**src/rtl/fdiv_seq.sv**
```systemverilog
// fdiv_seq: single-precision divider y = x1 / x2, computed as x1 * (1/x2).
// The reciprocal comes from an external finv block driven through finv_x/finv_y.
// Optional feature macro: FDIV_DZ_FLAG_EN adds a divide-by-zero flag output dz.
// One operation in flight; request/response use valid/ready handshakes.

module fdiv_seq #(
    parameter int FINV_LAT = 2
) (
    input  logic        clk,
    input  logic        rstn,
    input  logic        req_valid,
    output logic        req_ready,
    input  logic [31:0] x1,
    input  logic [31:0] x2,
    output logic        resp_valid,
    input  logic        resp_ready,
    output logic [31:0] y,
    output logic [31:0] finv_x,
    input  logic [31:0] finv_y
`ifdef FDIV_DZ_FLAG_EN
    ,
    output logic        dz
`endif
);

    localparam int CNT_W = $clog2(FINV_LAT + 1);
    // finv_y settles FINV_LAT edges after finv_x; it is sampled on the edge after that.
    localparam logic [CNT_W-1:0] CNT_LAST = CNT_W'(FINV_LAT);

    typedef enum logic [1:0] {
        ST_IDLE = 2'd0,
        ST_WAIT = 2'd1,
        ST_MUL  = 2'd2,
        ST_DONE = 2'd3
    } state_t;

    state_t             state_q, state_d;
    logic [CNT_W-1:0]   cnt_q, cnt_d;
    logic [31:0]        x1_q, x1_d;
    logic [31:0]        finv_x_q, finv_x_d;
    logic [31:0]        inv_q, inv_d;
    logic [31:0]        y_q, y_d;
`ifdef FDIV_DZ_FLAG_EN
    logic               dz_q, dz_d;
`endif

    // Quotient datapath signals
    logic [47:0]        prod;
    logic signed [9:0]  e_sum;
    logic [22:0]        mant;
    logic               q_sign;
    logic [31:0]        quot;
    logic               unused_prod_lsbs;

    // State register
    always_ff @(posedge clk) begin
        if (!rstn) begin
            state_q <= ST_IDLE;
        end else begin
            state_q <= state_d;
        end
    end

    // Next-state logic
    always_comb begin
        state_d = state_q;
        case (state_q)
            ST_IDLE: if (req_valid) state_d = ST_WAIT;
            ST_WAIT: if (cnt_q == CNT_LAST) state_d = ST_MUL;
            ST_MUL:  state_d = ST_DONE;
            ST_DONE: if (resp_ready) state_d = ST_IDLE;
            default: state_d = ST_IDLE;
        endcase
    end

    // Handshake outputs decoded from state
    always_comb begin
        req_ready  = (state_q == ST_IDLE);
        resp_valid = (state_q == ST_DONE);
    end

    // Truncating multiply of x1 by the captured reciprocal, with special cases
    always_comb begin
        prod   = 48'({1'b1, x1_q[22:0]}) * 48'({1'b1, inv_q[22:0]});
        q_sign = x1_q[31] ^ inv_q[31];
        e_sum  = $signed({2'b00, x1_q[30:23]}) + $signed({2'b00, inv_q[30:23]})
                 - (prod[47] ? 10'sd126 : 10'sd127);
        mant   = prod[47] ? prod[46:24] : prod[45:23];
        if (finv_x_q[30:23] == 8'h00) begin
            // Division by zero (or denormal divisor): signed infinity
            quot = {x1_q[31] ^ finv_x_q[31], 8'hFF, 23'h0};
        end else if (x1_q[30:23] == 8'h00) begin
            quot = {q_sign, 31'h0};
        end else if (e_sum >= 10'sd255) begin
            quot = {q_sign, 8'hFF, 23'h0};
        end else if (e_sum <= 10'sd0) begin
            quot = {q_sign, 31'h0};
        end else begin
            quot = {q_sign, e_sum[7:0], mant};
        end
    end

    // Bits below the truncation point are dropped (round toward zero)
    assign unused_prod_lsbs = ^prod[22:0];

    // Datapath register next values
    always_comb begin
        cnt_d    = cnt_q;
        x1_d     = x1_q;
        finv_x_d = finv_x_q;
        inv_d    = inv_q;
        y_d      = y_q;
`ifdef FDIV_DZ_FLAG_EN
        dz_d     = dz_q;
`endif
        case (state_q)
            ST_IDLE: begin
                if (req_valid) begin
                    x1_d     = x1;
                    finv_x_d = x2;
                    cnt_d    = '0;
                end
            end
            ST_WAIT: begin
                cnt_d = cnt_q + CNT_W'(1);
                if (cnt_q == CNT_LAST) begin
                    inv_d = finv_y;
                end
            end
            ST_MUL: begin
                y_d = quot;
`ifdef FDIV_DZ_FLAG_EN
                dz_d = (finv_x_q[30:23] == 8'h00) && (x1_q[30:23] != 8'h00);
`endif
            end
            ST_DONE: begin
`ifdef FDIV_DZ_FLAG_EN
                if (resp_ready) dz_d = 1'b0;
`endif
            end
            default: ;
        endcase
    end

    // Datapath registers
    always_ff @(posedge clk) begin
        if (!rstn) begin
            cnt_q    <= '0;
            x1_q     <= '0;
            finv_x_q <= '0;
            inv_q    <= '0;
            y_q      <= '0;
`ifdef FDIV_DZ_FLAG_EN
            dz_q     <= 1'b0;
`endif
        end else begin
            cnt_q    <= cnt_d;
            x1_q     <= x1_d;
            finv_x_q <= finv_x_d;
            inv_q    <= inv_d;
            y_q      <= y_d;
`ifdef FDIV_DZ_FLAG_EN
            dz_q     <= dz_d;
`endif
        end
    end

    assign y      = y_q;
    assign finv_x = finv_x_q;
`ifdef FDIV_DZ_FLAG_EN
    assign dz     = dz_q;
`endif

endmodule

```
**config.mk**
```make
export PLATFORM = sky130hd
export DESIGN_NAME = fdiv_seq
export DESIGN_NICKNAME = d
export VERILOG_FILES = /design/src/rtl/fdiv_seq.sv
export SDC_FILE = /design/constraint.sdc
export NUM_CORES = 2
export LEC_CHECK = 0
export CAP_MARGIN = 15
export CELL_PAD_IN_SITES_DETAIL_PLACEMENT = 2
export CELL_PAD_IN_SITES_GLOBAL_PLACEMENT = 2
export CORE_AREA = 10 10 293 295
export DETAILED_ROUTE_END_ITERATION = 16
export DIE_AREA = 0 0 303 305
export PLACE_DENSITY = 0.77
export SYNTH_ARGS = -nofsm -noshare
export SYNTH_HDL_FRONTEND = slang
export SYNTH_SLANG_ARGS = --single-unit
export TNS_END_PERCENT = 50
```
**constraint.sdc**
```tcl
create_clock -name clk -period 10.5 [get_ports clk]
set_input_delay 1.05 -clock clk [delete_from_list [all_inputs] [get_ports clk]]
set_output_delay 1.05 -clock clk [all_outputs]
set_load 0.005 [all_outputs]
```
==> reports/metrics.sh <==
INITIAL_CORE_UTILIZATION_PCT=29.7
SYN_NETS=3519
SETUP.WORST_PATH.CLASS='reg2reg'
WORST_PATH_LARGEST_CELL_DELAY_NS=0.56
POSTROUTEANTENNANETS=0
DR.PASS1.ITERS=5
YOSYSUNIQUECELLTYPES=75
GRT_OVERFLOW_TOTAL=0
SYNTH_ENABLE_FLOP_CELLS=0
SETUP.WORST_PATH.END_CLASS='flop'
CTS_HOLD_BUFFERS=0
SKEW_NS=0.0131
CTS_BUFFERS=17
SEQUENTIAL_CELL_AREA_MM2=0.00268
POST-DP-HPWL_MM=73.4
LAYOUT.CELLS.NON_FILLER=3978
PERIOD_SHARE_PCT=96.3
CELLLEAKAGEPOWER_nW=13.1
ROW_COUNT=104
LAYOUT_MIN_CYCLE_TIME_NS=10.11
CTS.CLK_SLEW.WORST_PATHS_NS=0.07
CRITPATHMAXFANOUT=8
POSTSYNTH.ASYNCRESETSHARE_PCT=0
POWER.NET_SWITCHING_W=0.000919
CRITPATHREQUIREDTIME_NS=10.89
SYNTH_TOP_AREA_SHARE_PCT=40.7
STD_CELL_CORE_AREA_MM2=0.0799
GRT_START_MAX_NET_PINS=85
FILL_CELL_COUNT=9070
IR_WORST_VDD_V=0.000125
TIMING.FINAL.MAX_SLEW_VIOLATIONS=0
CTS-ROOT-TO-SINK-BUFFERS=2
CTS-HTREE-LEVELS=4
AREA_TAKEN_BY_MULTI_INPUT_LOGIC_GATES_MM2=0.0184
CRITICAL_PATH_MOST_COMMON_CELL='fa_1'
HIGHEST_CLOCK_RATE_GHz=0.0989
OUTCOME='finished clean'
SEQUENTIALPOWERSHARE_PCT=30.5
WIRE_PER_INST_UM=22.0
P_SW_SHARE_PCT=42.9
POST-ROUTE-WORST-SETUP-SLACK_NS=0.394
WORSTPATHARRIVAL_NS=10.49
CRITICAL-PATH-SLOWEST-CELL='fa_1'
MAPPEDNETLISTAREA_MM2=0.0237
BOUNDARYPINS=166
SYNTH.MOST_COMMON_CELL='inv_1'
WORST_HOLD_PATH_TYPE='reg2reg'
PLACED_CELL_COUNT=3942
VIA_PER_INST=4.79
SYNTH_FF_TYPE='dfxtp_1'
FINAL_NET_COUNT=3675
DRTITER0DRC=720
PORT_BUFFERS=165
TRITONCTS='yes'
DRT_DRC_VIOLATIONS_LEFT=0
FLOORPLAN.DIE_AREA_MM2=0.0924
WIRE_LENGTH_AFTER_DETAILED_ROUTING_MM=87.5
ROUTED-VIA-COUNT=19000
SETUP_SLACK_PLACEMENT_NS=0.0793
SYNTH_AREA_PER_CELL_UM2=8.63
GLOBALROUTETOTALUTIL_PCT=19.4
SYNTH_TOP_CELL_BY_AREA='fa_1'
COMBPWRFRAC_PCT=41.4
CTS_NUM_SINKS=132
SETUP.WORST_PATH.START_CLASS='flop'
FINAL_LAYOUT_SIZE_SUFFIX_GT1_SHARE_PCT=6.41
CLOCK_POWER_SHARE_PCT=28.1
YS_FF_LATCH=132
SYNTH.TOP_CELLS.BY_AREA='fa_1, dfxtp_1, ha_1'
DIE_W_UM=303
DRV.MAX_CAP_VIOLATION_COUNT=0
INTERNAL_POWER_W=0.00122
SYNTH_SEQ_AREA_SHARE_PCT=11.1
SYNTHCELLS=2748
TIMING.FINAL.SETUP_VIOLATIONS=0
AREA.GROWTH.SYNTH_TO_FINAL_PCT=16.7
ROOT_BUFFER='clkbuf_16'
INITIAL_ANTENNA_VIOLATION_COUNT=3
SLEW_HEADROOM_PCT=29.9
DIE-HEIGHT_UM=305
YOSYS-TOP-CELLS-COUNT='inv_1, nand2_1, fa_1'
TIMING_HOLD_VIOLATIONS_FINAL=0
GP_CONGESTION=0.878
GRT_PASS1_WL_MM=137
TIGHTESTPINTRANSITION_NS=1.05
GRT_PASS1_VIAS=23000
INSERTION_DELAY_NS=0.46
P_PER_AREA_mW_PER_MM2=77.4
WARNINGS_SYNTHESIS=0
## worst max-delay path, delay by kind of cell (launching register included)
| family | cells | cell delay (ns) |
|---|---|---|
| AOI/OAI and AO/OA | 11 | 2.06 |
| buffers and inverters | 10 | 1.59 |
| adders and majority gates | 10 | 4.51 |
| xor gates and xnor gates | 1 | 0.22 |
| DFF | 1 | 0.38 |
| and+or+nand+nor | 7 | 1.26 |
## path summary, 6_finish.rpt
| path | from | slack (ns) | to | depth (start not counted) |
|---|---|---|---|---|
| max | x1_q[7]$_SDFFE_PN0P_ | 0.39 | y[6]$_SDFFE_PN0P_ | 39 |
| min | y[10]$_SDFFE_PN0P_ | 0.45 | y[10]$_SDFFE_PN0P_ | 2 |
| max reg2reg | x1_q[7]$_SDFFE_PN0P_ | 0.39 | y[6]$_SDFFE_PN0P_ | 39 |
| min reg2reg | y[10]$_SDFFE_PN0P_ | 0.45 | y[10]$_SDFFE_PN0P_ | 2 |
## cell type report
cell class / count / area share, %
multi-input cells: 1895 / 66.4
clock inverters: 14 / 0.506
well taps: 1060 / 4.79
inverters: 586 / 7.98
flip-flops and latches: 132 / 9.69
diodes: 1 / 0.00904
repair buffers: 272 / 9.10
clock buffers: 18 / 1.55
## metrics by stage
stage / utilization (%) / total power, W / hold WS [ns] / TNS [ns] / cell area, µm²
after floorplan: - / 0.00109 / 0.436 / 0 / 23700
after global placement: 33.8 / 0.00153 / 0.442 / 0 / 27000
after detailed placement: 33.8 / 0.00155 / 0.450 / 0 / 27000
after CTS: 34.5 / 0.00217 / 0.460 / 0 / 27600
after global routing: 34.6 / 0.00229 / 0.482 / -0.00291 / 27700
final: 34.6 / 0.00214 / 0.453 / 0 / 27700
## repair_timing
item                                   4_1_cts  5_1_grt
setup endpoints to repair                    0       25
endpoints found under the hold margin        0        0
buffers inserted                             0        3
gates resized for setup                      0       37
## cell families (layout without fill, tap and decap cells)
| logic type | count (synthesis) | count (layout) | synth area share (%) |
|---|---|---|---|
| AO/OA/AOI/OAI | 291 | 291 | 7.59 |
| XOR/XNOR | 32 | 32 | 1.18 |
| other | 0 | 1 | 0 |
| multiplexers | 18 | 18 | 0.765 |
| adder cells (fa/ha/maj) | 671 | 671 | 50.6 |
| buffers and inverters | 721 | 890 | 11.6 |
| flip-flops | 132 | 132 | 11.1 |
| AND/OR/NAND/NOR | 883 | 883 | 17.1 |
## layer usage
metal	share of wire [%]	global-route usage, %	up-vias
li1	-	-	8538
met2	53	35.9	353
met1	39	22.0	9989
met5	0	0	-
met4	4.2	8.10	0
met3	3.2	2.28	155
## power groups by stage
stage	registers (W)	clock network, W	logic, W
6_report	0.000655	0.000602	0.000887
5_1_grt	0.000664	0.000637	0.000984
4_1_cts	0.000651	0.000620	0.000900
3_5_place_dp	0.000661	0	0.000891
3_3_place_gp	0.000658	0	0.000869
2_1_floorplan	0.000617	0	0.000473
## placed cells by master (no fill, tap or decap), types with 6 or more instances in the layout
cell and n:
o21ai_1 12, nor3_1 12, dfxtp_2 19, inv_1 580, xor2_1 11, o21ai_0 25
clkbuf_16 17, a21oi_1 156, a21o_1 27, ha_1 189, a221o_1 6, and3_1 9
o21a_1 7, buf_4 99, fa_1 482, clkdlybuf4s50_1 165, and2_1 221, nand3_1 17
nor2_1 61, mux2i_1 17, nand2_1 518, dfxtp_1 109, xnor2_1 21
## flip-flops by register name (all words and copies together), names as in the netlist
register and cells:
x1_q 32, cnt_q 2, y 32, inv_q 32, finv_x 32, state_q 2
Power figures use the tool's default switching activity.
==> patch 1: new RTL, same flow settings <==
Change the parameter `FINV_LAT` from 2 to 1.
--- a/src/rtl/fdiv_seq.sv
+++ b/src/rtl/fdiv_seq.sv
@@ -6,3 +6,3 @@
 module fdiv_seq #(
-    parameter int FINV_LAT = 2
+    parameter int FINV_LAT = 1
 ) (
Function: changed (Yosys sat finds a counterexample within 10 cycles, from zero or initial values and one cycle with rstn low).
==> patch 1 against the original RTL <==
Global-route usage shrank 0.46 points. Area after synthesis fell by 1.5%. Clock skew up 0.0093 ns. Power is 18% higher. Sequential share of layout area increased by 0.14 points. Routed wire length is 1.4% lower. Cell area fell by 1.8%. Non-clock buffer count down 24. Setup slack better by 0.13 ns. Worst hold slack got worse by 0.0063 ns. Sequential cell count down 1. Combinational power grew 33%.
==> patch 1: results (changes against the original RTL) <==
Timing
  – Worst hold slack after final layout: 0.447 ns (-0.00630 ns)
  – PnR worst setup slack: 0.523 ns (+0.129 ns)
  – Final setup skew: 0.0225 ns (+0.00935 ns)

Power and ir drop
  – Maximum ir drop on the vdd rail: 93.6 uV (-25%)
  – Leakage component of the power: 13.0 nW (-1.4%)
  – Logic pwr share: 0.469 (+0.055)
  – Switching pwr: 1.17 mW (+28%)

CTS
  – Number of sinks on the clock net: 131 (-0.76%)
  – Number of buffers added for setup after CTS: 0 (unchanged)

GRT
  – Met1 routing resource usage after global routing: 0.198 (-0.0221)
  – Maximum number of pins on one net before global-route repair: 72 (-15%)
  – GRT Util Overall: 0.189 (-0.00457)
  – GR Util met3: 0.0206 (-0.00220)
  – Number of global-route vias before repair: 22530 (-2.0%)
  – Initial antenna violation count: 2 (-1)
  – Met2 usage: 0.378 (+0.0186)

Placement
  – Post-detailed-placement cell area: 26500 sq um (-2.0%)
  – DP Cell Count: 3879 (-1.6%)
  – Final GP Congestion: 0.851 (-3.0%)
  – Final HPWL DP: 72.5 mm (-1.3%)
  – Post-Place Worst Slack: 0.141 ns (+0.0621 ns)

Hold path
  – Worst hold path endpoint: y[22]$_SDFFE_PN0P_
  – Hold path startpoint: y[22]$_SDFFE_PN0P_

Layout
  – P&R area growth vs syn: 16.3%
  – Final cell count without fillers: 3913 (-1.6%)
  – Non-clk invs: 575 (-1.9%)
  – Sequential cell area: 2670 sq um (-0.42%)
  – Number of clock-tree buffers in the layout: 17 (-1)
  – Proportion of final cell area spent on non-clock buffers: 0.0846 (-0.00647)
  – Layout cells sized above 1: 0.0572 (-0.00693)
  – Antenna Diode Count: 2 (+1)
  – Total area of multi-input combinational cells: 18100 sq um (-1.4%)
  – Number of multi-input combinational cells: 1865 (-1.6%)
  – Total number of nets in the final design: 3608 (-1.8%)

Routing
  – Total Routed Length: 86.2 mm (-1.4%)
  – Router iterations before antenna repair: 4 (-1)
  – Total routed wire length on the met1 layer: 32.0 mm (-6.9%)
  – Drt first-iter violations: 764 (+6.1%)
  – Met3 layer wire length in the routed design: 2.15 mm (-23%)
  – Routed via count divided by cell count: 4.77 (-0.35%)
  – Amount of wire on met2 after detailed routing: 48.8 mm (+4.8%)

Worst setup path
  – Top fanout value on the critical path: 20 (+12)
  – Worst flop-to-flop path endpoint: y[13]$_SDFFE_PN0P_
  – RR Startpoint: inv_q[12]$_SDFFE_PN0P_
  – Crit path largest cell delay: 0.59 ns (+0.03 ns)

Synthesis
  – Top post-synthesis cells by area: sky130_fd_sc_hd__fa_1, sky130_fd_sc_hd__dfxtp_1, sky130_fd_sc_hd__ha_1
  – Net count after synthesis: 3473 (-1.3%)
  – Post-Synth Adder-Cell Area: 0.514 (+0.00741)
  – Avg Inst Size Synth: 8.64 sq um (about the same)
  – Complex-gate fraction of the synthesized area: 0.0678 (-0.00808)
  – Sequential element share of the synthesized area: 0.112 (+0.000891)
  – Post-synth top cells: sky130_fd_sc_hd__inv_1, sky130_fd_sc_hd__nand2_1, sky130_fd_sc_hd__fa_1

Status
  – Result of the run: completed
patch 1: cell types whose count changed in the layout (fill, tap and decap cells not counted), sizes merged, moves of 5 or more:
cell and delta:
o21a -5, nor3 -8, buf -24, a21o -13, a221o -5, o21ai +15
nand2 +11, o211ai +5, inv -10, nand2b +6, nand3 -10
patch 1: how the worst max path moves through the flow:
stage / from / endpoint
after global placement: x1_q[9]$_SDFFE_PN0P_ / y[13]$_SDFFE_PN0P_
final: inv_q[12]$_SDFFE_PN0P_ / y[13]$_SDFFE_PN0P_
after detailed placement: x1_q[6]$_SDFFE_PN0P_ / y[13]$_SDFFE_PN0P_
after global routing: inv_q[1]$_SDFFE_PN0P_ / y[13]$_SDFFE_PN0P_
after floorplan: x1_q[21]$_SDFFE_PN0P_ / y[22]$_SDFFE_PN0P_
after CTS: x1_q[6]$_SDFFE_PN0P_ / y[13]$_SDFFE_PN0P_
==> patch 2: new RTL, config.mk and constraints unchanged <==
Without the edit above. Take the reset off `x1_q` and load it in a clocked block of its own.
--- a/src/rtl/fdiv_seq.sv
+++ b/src/rtl/fdiv_seq.sv
@@ -148,3 +148,2 @@
             cnt_q    <= '0;
-            x1_q     <= '0;
             finv_x_q <= '0;
@@ -157,3 +156,2 @@
             cnt_q    <= cnt_d;
-            x1_q     <= x1_d;
             finv_x_q <= finv_x_d;
@@ -165,2 +163,6 @@
         end
+    end
+
+    always_ff @(posedge clk) begin
+        x1_q <= x1_d;
     end
Behaviour: same outputs for any inputs over 4 cycles, from zero or initial values and one cycle with rstn low; that may be too few to reach the edited logic, so the function may still have changed.
==> patch 2 against the original RTL <==
Cell area rose by 1.1%. Setup slack worse by 0.038 ns. Routed wire length up 8.0%. Combinational power grew 41%. Clock power grew 21%. Worst hold slack better by 0.017 ns. Utilization rose by 0.37 points. Largest cell class unchanged. Sequential cell count unchanged. Count of clock-buffer cells in the layout unchanged. Power increased by 24%. Largest power group unchanged. Synthesized cell count fell by 3.9%. Area after synthesis about the same. Die area is the same.
==> patch 2: results (changes against the original RTL) <==
Synthesis
  – Number of flops mapped to enable cells by yosys: 32 (+32)
  – Top post-synthesis cells by area: sky130_fd_sc_hd__fa_1, sky130_fd_sc_hd__ha_1, sky130_fd_sc_hd__inv_1
  – Complex-gate fraction of the synthesized area: 0.0689 (-0.00696)
  – Sequential element share of the synthesized area: 0.125 (+0.0134)
  – Synthesized-area fraction occupied by xor and xnor cells: 0.0140 (+0.00220)
  – Post-synth top cells: sky130_fd_sc_hd__inv_1, sky130_fd_sc_hd__fa_1, sky130_fd_sc_hd__nand2_1
  – Number of distinct library cells after synthesis: 64 (-15%)
  – Proportion of synthesized area in mux cells: 0.0110 (+0.00331)
  – Net count after synthesis: 3412 (-3.0%)
  – Async set-or-reset flop fraction in the synthesized netlist: 0 (unchanged)
  – Post-Synth Adder-Cell Area: 0.506 (about the same)
  – Number of instances in the synthesized netlist: 2641 (-3.9%)
  – Dominant synthesized flop cell: sky130_fd_sc_hd__dfxtp_1
  – Syn. warnings: 0 (unchanged)

CTS
  – Master cell of the clock root buffer: sky130_fd_sc_hd__clkbuf_16
  – Number of CTS-inserted buffers: 17 (unchanged)
  – Clock Path Buffers: 2 (unchanged)
  – Number of levels in the clock H-tree: 4 (unchanged)
  – Latest clock arrival within the worst-skew pair: 0.51 ns (+0.05 ns)
  – Clk slew on worst S/H paths: 0.10 ns (+0.03 ns)

Layout
  – Layout cells sized above 1: 0.0660 (+0.00188)
  – Antenna Diode Count: 0 (-1)
  – Final cell count without fillers: 3894 (-2.1%)
  – Total number of nets in the final design: 3592 (-2.3%)

Status
  – Result of the run: completed

Placement
  – Final HPWL DP: 76.9 mm (+4.8%)
  – Number of buffers added on ports: 165 (unchanged)
  – Final GP Congestion: 0.908 (+3.5%)
  – DP Cell Count: 3839 (-2.6%)

Timing
  – Worst hold slack after final layout: 0.470 ns (+0.0168 ns)
  – Final setup skew: 0.0357 ns (+0.0225 ns)
  – Max transition margin: 0.366 (+0.0670)

Routing
  – Drt first-iter violations: 946 (+31%)
  – Routed via count divided by cell count: 4.88 (+1.9%)
  – Router iterations before antenna repair: 5 (unchanged)
  – Count of nets left with antenna violations after detail routing: 0 (unchanged)
  – Average detailed-routed wire length per instance: 24.2 um (+10%)

GRT
  – Number of global-route vias before repair: 23362 (+1.6%)
  – Wire length of the first global-routing pass: 145 mm (+5.3%)
  – Maximum number of pins on one net before global-route repair: 82 (-3.5%)
  – GRT Util Overall: 0.205 (+0.0108)
  – Initial antenna violation count: 2 (-1)

Power and ir drop
  – Leakage component of the power: 13.3 nW (+1.0%)
  – Maximum ir drop on the vdd rail: 136 uV (+8.3%)

Hold path
  – Worst hold path class: reg2reg

Worst setup path
  – Crit path largest cell delay: 0.59 ns (+0.03 ns)
  – Register-to-Register Setup Slack: 0.36 ns (-0.04 ns)
  – Data arrival time at the worst-slack endpoint: 10.55 ns (+0.06 ns)
  – Kind of cell with the highest combined delay on the critical path: adder cells
  – Top fanout value on the critical path: 23 (+15)
  – Worst-path cell with the longest stage delay: sky130_fd_sc_hd__fa_1
-- patch 2: cell count changes in the layout (fill, tap and decap cells not counted), moves of 8 or more --
| cell | change |
|---|---|
| sky130_fd_sc_hd__o21ai_1 | +14 |
| sky130_fd_sc_hd__nor2b_1 | +13 |
| sky130_fd_sc_hd__a21oi_1 | -115 |
| sky130_fd_sc_hd__inv_1 | -10 |
| sky130_fd_sc_hd__o31a_1 | +9 |
| sky130_fd_sc_hd__nand2_1 | -52 |
| sky130_fd_sc_hd__dfxtp_1 | -24 |
| sky130_fd_sc_hd__a21boi_0 | +63 |
| sky130_fd_sc_hd__a21o_1 | -8 |
| sky130_fd_sc_hd__edfxtp_1 | +32 |
-- patch 2: cells by family after synthesis --
kind of cell | Yosys count
buf+inv | 699
simple gates | 832
flops | 132
xor+xnor | 38
mux | 25
compound gates | 244
fa+ha+maj | 671
-- patch 2: metal layers --
layer | track usage | wire [um]
met4 | 0.0606 | 3240
met3 | 0.0447 | 5000
met1 | 0.245 | 38300
met2 | 0.361 | 47900
met5 | 0 | 0
-- patch 2: worst register-to-register path: cells and delay by family (launching register included) --
family          cells  cell delay, ns
compound gates     10            2.07
xor+xnor            2            0.27
fa+ha+maj          10            4.75
buf+inv             8            1.11
flops               1            0.43
simple gates        6            1.41
-- patch 2: repair_timing --
item | CTS | global route
resized for setup | 3 | 31
setup endpoints to repair | 15 | 26
pin swaps | 0 | 1
buffers inserted | 0 | 23
-- patch 2: stage by stage --
stage / total power, mW / utilization / cell area, sq um / worst slack, ns
global route: 2.82 / 0.350 / 28000 / -0.0540
finish: 2.66 / 0.350 / 28000 / 0.356
CTS: 2.64 / 0.346 / 27700 / 0.0497
global placement: 1.83 / 0.338 / 27000 / 0.346
detailed placement: 1.89 / 0.338 / 27000 / -0.0414
floorplan: 1.30 / - / 23700 / 1.15
-- patch 2: final timing paths --
path / from / to / depth (start not counted)
worst max-delay path: x1_q[13]$_DFFE_PP_ / y[18]$_SDFFE_PN0P_ / 36
worst min-delay path: y[17]$_SDFFE_PN0P_ / y[17]$_SDFFE_PN0P_ / 2
worst max register to register: x1_q[13]$_DFFE_PP_ / y[18]$_SDFFE_PN0P_ / 36
worst min register to register: y[17]$_SDFFE_PN0P_ / y[17]$_SDFFE_PN0P_ / 2
-- patch 2: final cells by class --
type / instances / area [sq um]
fill: 8863 / 51900
multi-input combinational: 1810 / 18200
sequential: 132 / 2990
timing repair buffer: 284 / 2680
inverter: 576 / 2170
tap: 1060 / 1330
clock buffer: 18 / 450
clock inverter: 14 / 204
-- patch 2: where the power goes --
part	internal [mW]	switching, mW
clock	0.401	0.327
sequential	0.609	0.0781
combinational	0.477	0.770
total	1.49	1.18
